### src/rtl/pong_game_ctrl.sv
// rtl/pong_game_ctrl.sv - frame-rate paddle/ball game controller for the 320x240 scene
module pong_game_ctrl #(
  parameter int SCR_W       = 320,
  parameter int SCR_H       = 240,
  parameter int PADDLE_W    = 32,
  parameter int PADDLE_Y    = 190,
  parameter int BALL_SZ     = 16,
  parameter int PADDLE_STEP = 8,
  parameter int BALL_STEP   = 2,
  parameter int LIVES_INIT  = 3,
  parameter int MISS_FRAMES = 60
) (
  input  logic       clk,
  input  logic       rst,
  input  logic       frame_tick,
  input  logic       key_left,
  input  logic       key_right,
  input  logic       key_serve,
  output logic [8:0] paddle_x,
  output logic [8:0] ball_x,
  output logic [7:0] ball_y,
  output logic       ball_visible,
  output logic [1:0] lives,
  output logic [7:0] score,
  output logic [1:0] state
);

  localparam int MW = $clog2(MISS_FRAMES);

  // All geometry is done in 10 bits so sums like ball_x + size + step never wrap.
  localparam logic [9:0] C_SCR_W    = 10'(SCR_W);
  localparam logic [9:0] C_SCR_H    = 10'(SCR_H);
  localparam logic [9:0] C_PAD_W    = 10'(PADDLE_W);
  localparam logic [9:0] C_PAD_Y    = 10'(PADDLE_Y);
  localparam logic [9:0] C_BALL     = 10'(BALL_SZ);
  localparam logic [9:0] C_PSTEP    = 10'(PADDLE_STEP);
  localparam logic [9:0] C_BSTEP    = 10'(BALL_STEP);
  localparam logic [9:0] C_PAD_MAX  = 10'(SCR_W - PADDLE_W);
  localparam logic [9:0] C_BALL_MAX = 10'(SCR_W - BALL_SZ);
  localparam logic [9:0] C_PAD_RST  = 10'((SCR_W - PADDLE_W) / 2);
  localparam logic [9:0] C_SEAT_OFF = 10'(PADDLE_W / 2 - BALL_SZ / 2);
  localparam logic [9:0] C_SEAT_Y   = 10'(PADDLE_Y - BALL_SZ);
  localparam logic [1:0] C_LIVES    = 2'(LIVES_INIT);
  localparam logic [MW-1:0] C_MISS_LAST = MW'(MISS_FRAMES - 1);

  typedef enum logic [1:0] {
    S_SERVE = 2'd0,
    S_PLAY  = 2'd1,
    S_MISS  = 2'd2,
    S_OVER  = 2'd3
  } state_t;

  state_t          cur_state, nxt_state;
  logic [8:0]      paddle_q, paddle_d, bx_q, bx_d;
  logic [7:0]      by_q, by_d, score_q, score_d;
  logic            dx_q, dx_d, dy_q, dy_d;   // dx 1 = right, dy 1 = down
  logic [1:0]      lives_q, lives_d;
  logic            vis_q, vis_d, pend_q, pend_d;
  logic [MW-1:0]   miss_q, miss_d;

  logic [9:0] px, bx, by, pad_mv, bx_mv, seat_mv, seat_hold;
  logic       dx_mv, serve_now, crossing, overlap;

  assign px        = {1'b0, paddle_q};
  assign bx        = {1'b0, bx_q};
  assign by        = {2'b0, by_q};
  assign serve_now = pend_q | key_serve;
  assign seat_mv   = pad_mv + C_SEAT_OFF;
  assign seat_hold = px + C_SEAT_OFF;
  // Overlap is judged against where the paddle was before this frame's move.
  assign crossing  = dy_q && (by + C_BALL <= C_PAD_Y) && (by + C_BALL + C_BSTEP >= C_PAD_Y);
  assign overlap   = (bx + C_BALL > px) && (bx < px + C_PAD_W);

  // Candidate paddle position for this frame from the held keys, clamped to the scene.
  always_comb begin
    pad_mv = px;
    if (key_left && !key_right)
      pad_mv = (px <= C_PSTEP) ? '0 : px - C_PSTEP;
    else if (key_right && !key_left)
      pad_mv = (px + C_PAD_W + C_PSTEP >= C_SCR_W) ? C_PAD_MAX : px + C_PSTEP;
  end

  // Candidate horizontal ball step with reflection off the side walls.
  always_comb begin
    bx_mv = bx + C_BSTEP;
    dx_mv = dx_q;
    if (!dx_q) begin
      if (bx <= C_BSTEP) begin
        bx_mv = '0;
        dx_mv = 1'b1;
      end else begin
        bx_mv = bx - C_BSTEP;
      end
    end else if (bx + C_BALL + C_BSTEP >= C_SCR_W) begin
      bx_mv = C_BALL_MAX;
      dx_mv = 1'b0;
    end
  end

  // Next-state and per-frame game update; everything holds between frame ticks.
  always_comb begin
    nxt_state = cur_state;
    paddle_d  = paddle_q;
    bx_d      = bx_q;
    by_d      = by_q;
    dx_d      = dx_q;
    dy_d      = dy_q;
    lives_d   = lives_q;
    score_d   = score_q;
    vis_d     = vis_q;
    miss_d    = miss_q;
    pend_d    = frame_tick ? 1'b0 : (pend_q | key_serve);
    if (frame_tick) begin
      case (cur_state)
        S_SERVE: begin
          paddle_d = 9'(pad_mv);
          bx_d     = 9'(seat_mv);
          by_d     = 8'(C_SEAT_Y);
          if (serve_now) begin
            nxt_state = S_PLAY;
            dx_d      = 1'b1;
            dy_d      = 1'b0;
          end
        end
        S_PLAY: begin
          paddle_d = 9'(pad_mv);
          bx_d     = 9'(bx_mv);
          dx_d     = dx_mv;
          if (!dy_q) begin
            if (by <= C_BSTEP) begin
              by_d = '0;
              dy_d = 1'b1;
            end else begin
              by_d = 8'(by - C_BSTEP);
            end
          end else if (crossing && overlap) begin
            by_d    = 8'(C_SEAT_Y);
            dy_d    = 1'b0;
            score_d = (score_q == 8'hFF) ? score_q : score_q + 8'd1;
          end else if (by + C_BALL + C_BSTEP >= C_SCR_H) begin
            lives_d = lives_q - 2'd1;
            vis_d   = 1'b0;
            if (lives_q == 2'd1) begin
              nxt_state = S_OVER;
            end else begin
              nxt_state = S_MISS;
              miss_d    = '0;
            end
          end else begin
            by_d = 8'(by + C_BSTEP);
          end
        end
        S_MISS: begin
          vis_d  = 1'b0;
          miss_d = miss_q + MW'(1);
          if (miss_q == C_MISS_LAST) begin
            nxt_state = S_SERVE;
            vis_d     = 1'b1;
            bx_d      = 9'(seat_hold);
            by_d      = 8'(C_SEAT_Y);
          end
        end
        S_OVER: begin
          vis_d   = 1'b0;
          lives_d = '0;
          if (serve_now) begin
            nxt_state = S_SERVE;
            lives_d   = C_LIVES;
            score_d   = '0;
            paddle_d  = 9'(C_PAD_RST);
            bx_d      = 9'(C_PAD_RST + C_SEAT_OFF);
            by_d      = 8'(C_SEAT_Y);
            vis_d     = 1'b1;
          end
        end
        default: nxt_state = S_SERVE;
      endcase
    end
  end

  // Game state register with synchronous reset to the serve position.
  always_ff @(posedge clk) begin
    if (rst) begin
      cur_state <= S_SERVE;
      paddle_q  <= 9'(C_PAD_RST);
      bx_q      <= 9'(C_PAD_RST + C_SEAT_OFF);
      by_q      <= 8'(C_SEAT_Y);
      dx_q      <= 1'b1;
      dy_q      <= 1'b0;
      lives_q   <= C_LIVES;
      score_q   <= '0;
      vis_q     <= 1'b1;
      miss_q    <= '0;
      pend_q    <= 1'b0;
    end else begin
      cur_state <= nxt_state;
      paddle_q  <= paddle_d;
      bx_q      <= bx_d;
      by_q      <= by_d;
      dx_q      <= dx_d;
      dy_q      <= dy_d;
      lives_q   <= lives_d;
      score_q   <= score_d;
      vis_q     <= vis_d;
      miss_q    <= miss_d;
      pend_q    <= pend_d;
    end
  end

  assign paddle_x     = paddle_q;
  assign ball_x       = bx_q;
  assign ball_y       = by_q;
  assign ball_visible = vis_q;
  assign lives        = lives_q;
  assign score        = score_q;
  assign state        = cur_state;

endmodule
### config.mk
export PLATFORM = sky130hd
export DESIGN_NAME = pong_game_ctrl
export DESIGN_NICKNAME = d
export VERILOG_FILES = /design/src/rtl/pong_game_ctrl.sv
export SDC_FILE = /design/constraint.sdc
export NUM_CORES = 1
export LEC_CHECK = 0
export BUFFER_PORTS_ARGS = -buffer_cell sky130_fd_sc_hd__buf_4
export CORE_ASPECT_RATIO = 1.2
export CORE_MARGIN = 2
export CORE_UTILIZATION = 60
export CTS_BUF_LIST = sky130_fd_sc_hd__clkbuf_16
export DETAILED_ROUTE_END_ITERATION = 8
export PLACE_DENSITY = 0.89
export SLEW_MARGIN = 15
export SYNTH_ARGS = -nofsm -noshare
export SYNTH_HDL_FRONTEND = slang
export SYNTH_SLANG_ARGS = --single-unit
export TNS_END_PERCENT = 10
### constraint.sdc
create_clock -name clk -period 4.2 [get_ports clk]
set_input_delay 0.63 -clock clk [delete_from_list [all_inputs] [get_ports clk]]
set_output_delay 0.63 -clock clk [all_outputs]
set_load 0.01 [all_outputs]
==> metrics.txt <==
Root Buffer=clkbuf_16; Slew headroom=31.6%; syn nets=640; Top Layer Used=met4; PostCTS Resize Cnt=0; dpl hpwl=9060 um; CP Max Fanout=12; Crit path required time=4380 ps; max_cap viols=0; num rows=34; vias post-DR=4777; met2 WL=6100 um; Die Height=97.6 um; routed len/inst=17.8 um; Final Instance Area=0.00487 mm^2; 1st-iter DRT viols=592; LEAKAGE=1.95 nW; final number of hold-violating endpoints=0; share of layout cells above drive strength 1=11.5%; First-pass DRT Iterations=7; RSZ-0062 raised after global routing=false; port buffer count=43; XOR/XNOR share of the synthesized area=3.40%; H-tree depth reported by CTS=2; Vias/cell=6.76; critical path's slowest cell=dfxtp_1; io pins=45; Power Density=261 mW/mm^2; Core ar.=0.00715 mm^2; main combinational cell family by area after synthesis=simple AND/OR/NAND/NOR gates; Finish-stage setup viols=0; fin crit period=3700 ps; WHS=489 ps; gr ovfl total=0; Detailed Route WL=12600 um; run status=completed; largest net degree at the start of global routing=43; delay-heaviest family, CP=compound AO/OA/AOI/OAI gates; ant diodes=0; Int Power=0.864 mW; sequential power share=39.4%; Sum Neg Setup Slack=0 ps; chip width=82.0 um; max frequency=0.270 GHz; Startpoint Class=flop; Yosys top cell area share=21.5%; Net Sw Frac=32.0%; Post-CTS Hold Buffers=0; crit end category=flop; post-synth cell types=71; antenna-violating nets left=0; CTS tree=built; yosys warns=0; FFs w/ async S/R, synth=0%; cell area after synthesis=0.00438 mm^2; initial antenna violation count=0; # DRC=0; Max rail drop VDD=0.000244 V; r2r startpoint=ball_x[5]$_SDFFE_PP0P_; Final period util=88.1%; CTS Buf Count=5; Starting Density=61.2%; Worst EP arrival=3880 ps; Crit Path Category=flop to flop; Psw=0.406 mW; Clock Pin Slew Worst Setup and Hold Paths=70 ps; clk_skew=6.33 ps; Worst Max-Slew Pin Slew=1010 ps; top post-synthesis cells by area=dfxtp_1 21%, ha_1 11%, nand2_1 5.5%; Synth Register Bits=47; Hold Crit Start=score[7]$_SDFFE_PP0P_; Post-layout nets=660; crit path from=ball_x[5]$_SDFFE_PP0P_; Worst-Skew Late Latency=290 ps; Compound-Gate Fraction of Synth Area=27.9%; first-pass GRT wire length=21300 um; DR WL met3=1020 um; Synth Area per Inst=7.34 um^2; EDFF count, synth=0; hold crit path type=flop to flop; synthesized instance count=596; cell mode on critical path=ha_1; wl on met1=4860 um; crit-path cells=ha_1 > xor2_1 > ha_1 > a21oi_1 > nand2_1 > a2111oi_0 > a211oi_1 > o2111ai_1 > buf_4 > a41o_1 > nor2_1 > a221o_1; Synth Area in Adders=10.9%; combinational share of power=24.0%; total clock sinks=47; cell taking the most area after synthesis=dfxtp_1; clock power share=36.6%; CP max stage delay=590 ps; simple-gate portion of the synthesized area=28.0%; total track usage=32.9%; number of global-route vias before repair=4522; Seq/Total Area, Yosys=21.5%; die area=0.00800 mm^2; Slew Viols, Final=0; FILL cells=613; Setup Fix Bufs, Post-CTS=0; Buf+Inv Stages, Crit Path=1; Clock Path Buffers=2; placed cell area=0.00470 mm^2; Top FF cell, synth=dfxtp_1; GPL Wtd Cong=1.02; post-synthesis mux area share=2.17%; Layout area overhead=11.2%
## layer usage
| metal | GRT usage [%] | up-vias |
|---|---|---|
| met1 | 41.0 | 2211 |
| met3 | 5.48 | 60 |
| met2 | 53.7 | 276 |
| met4 | 16.0 | 0 |
| met5 | 0 | - |
| li1 | - | 2230 |
## metrics by stage
step	setup WS, ps	power, mW	utilization [%]	cells
after global routing	152	1.32	68.1	707
after global placement	671	0.791	65.8	699
after floorplan	1050	0.715	-	596
after detailed placement	623	0.803	65.8	699
after CTS	564	1.26	68.1	707
final	500	1.27	68.1	707
## power groups by stage
stage | clock [mW] | sequential [mW] | combinational (mW)
after global placement | 0 | 0.506 | 0.285
after detailed placement | 0 | 0.508 | 0.295
final | 0.465 | 0.500 | 0.305
after floorplan | 0 | 0.489 | 0.226
after global routing | 0.479 | 0.503 | 0.337
after CTS | 0.465 | 0.498 | 0.298
## state kept, by name (all words and copies together), names as in the netlist
signal and cells:
miss_q 6, ball_x 9, dx_q 1, score 8, paddle_x 9, ball_y 7, dy_q 1, lives 2
pend_q 1, ball_visible 1, state 2
## worst paths after layout
path                            endpoint  slack (ps)  cells after the start
setup / recovery  ball_y[4]$_SDFFE_PP0P_         500                     12
hold / removal     score[7]$_SDFFE_PP0P_         490                      2
setup reg to reg  ball_y[4]$_SDFFE_PP0P_         500                     12
hold reg to reg    score[7]$_SDFFE_PP0P_         490                      2
## worst min-delay path, delay by kind of cell, from the launching register on
family | cells | cell delay, ps
DFF | 1 | 340
and+or+nand+nor | 1 | 60
AOI/OAI and AO/OA | 1 | 50
## cells in the mapped netlist (3+ instances only)
library cell	n
nand4_1	7
nand4b_1	3
mux2i_1	5
nor4_1	9
clkbuf_1	21
nor2_1	56
a221oi_1	3
and3_1	5
or2_2	3
a211o_1	3
a41oi_1	4
a221o_1	3
or3_1	7
nor4b_1	4
and2_1	5
o21ai_1	3
ha_1	38
o221ai_1	3
nand3_1	23
a22oi_1	5
a31oi_1	8
nand2_1	64
a21o_1	8
a2111oi_0	4
a31o_2	4
nand3b_1	7
mux2_2	3
a211oi_1	13
or4_1	5
nor2b_1	6
a21boi_0	6
o21bai_1	4
inv_1	30
xnor2_1	13
a21oi_1	44
buf_2	12
nand2b_1	14
nor3b_1	4
o22ai_1	3
o21ai_0	25
o31ai_1	3
dfxtp_1	47
xor2_1	4
nor3_1	12
o211ai_1	8
## final cells by class
class	count	area [um^2]	share of cell area, %
Clock inverter	3	42.5	0.874
Sequential cell	47	941	19.3
Clock buffer	5	125	2.57
Inverter	31	116	2.39
Tap cell	90	113	2.31
Timing Repair Buffer	48	360	7.40
Multi-Input combinational cell	483	3170	65.1
## logic make-up after synthesis
family / count (synthesis)
AND/OR/NAND/NOR: 241
flip-flops: 47
XOR/XNOR: 17
AO/OA/AOI/OAI: 177
adder cells (fa/ha/maj): 38
other: 1
multiplexers: 9
buffers and inverters: 66
## cell usage in the layout, fill, tap and decap left out, types with 6 or more instances in the layout
master    count
buf_4        48
nor4_1        9
nand2b_1     14
nand3_1      23
nand2_1      64
o21ai_0      25
nor3_1       12
nand4_1       7
ha_1         38
a21oi_1      44
or3_1         7
a31oi_1       8
nor2_1       56
nand3b_1      7
inv_1        30
xnor2_1      13
nor2b_1       6
a21o_1        8
dfxtp_1      47
a21boi_0      6
a211oi_1     13
o211ai_1      8
Power figures use the tool's default switching activity.
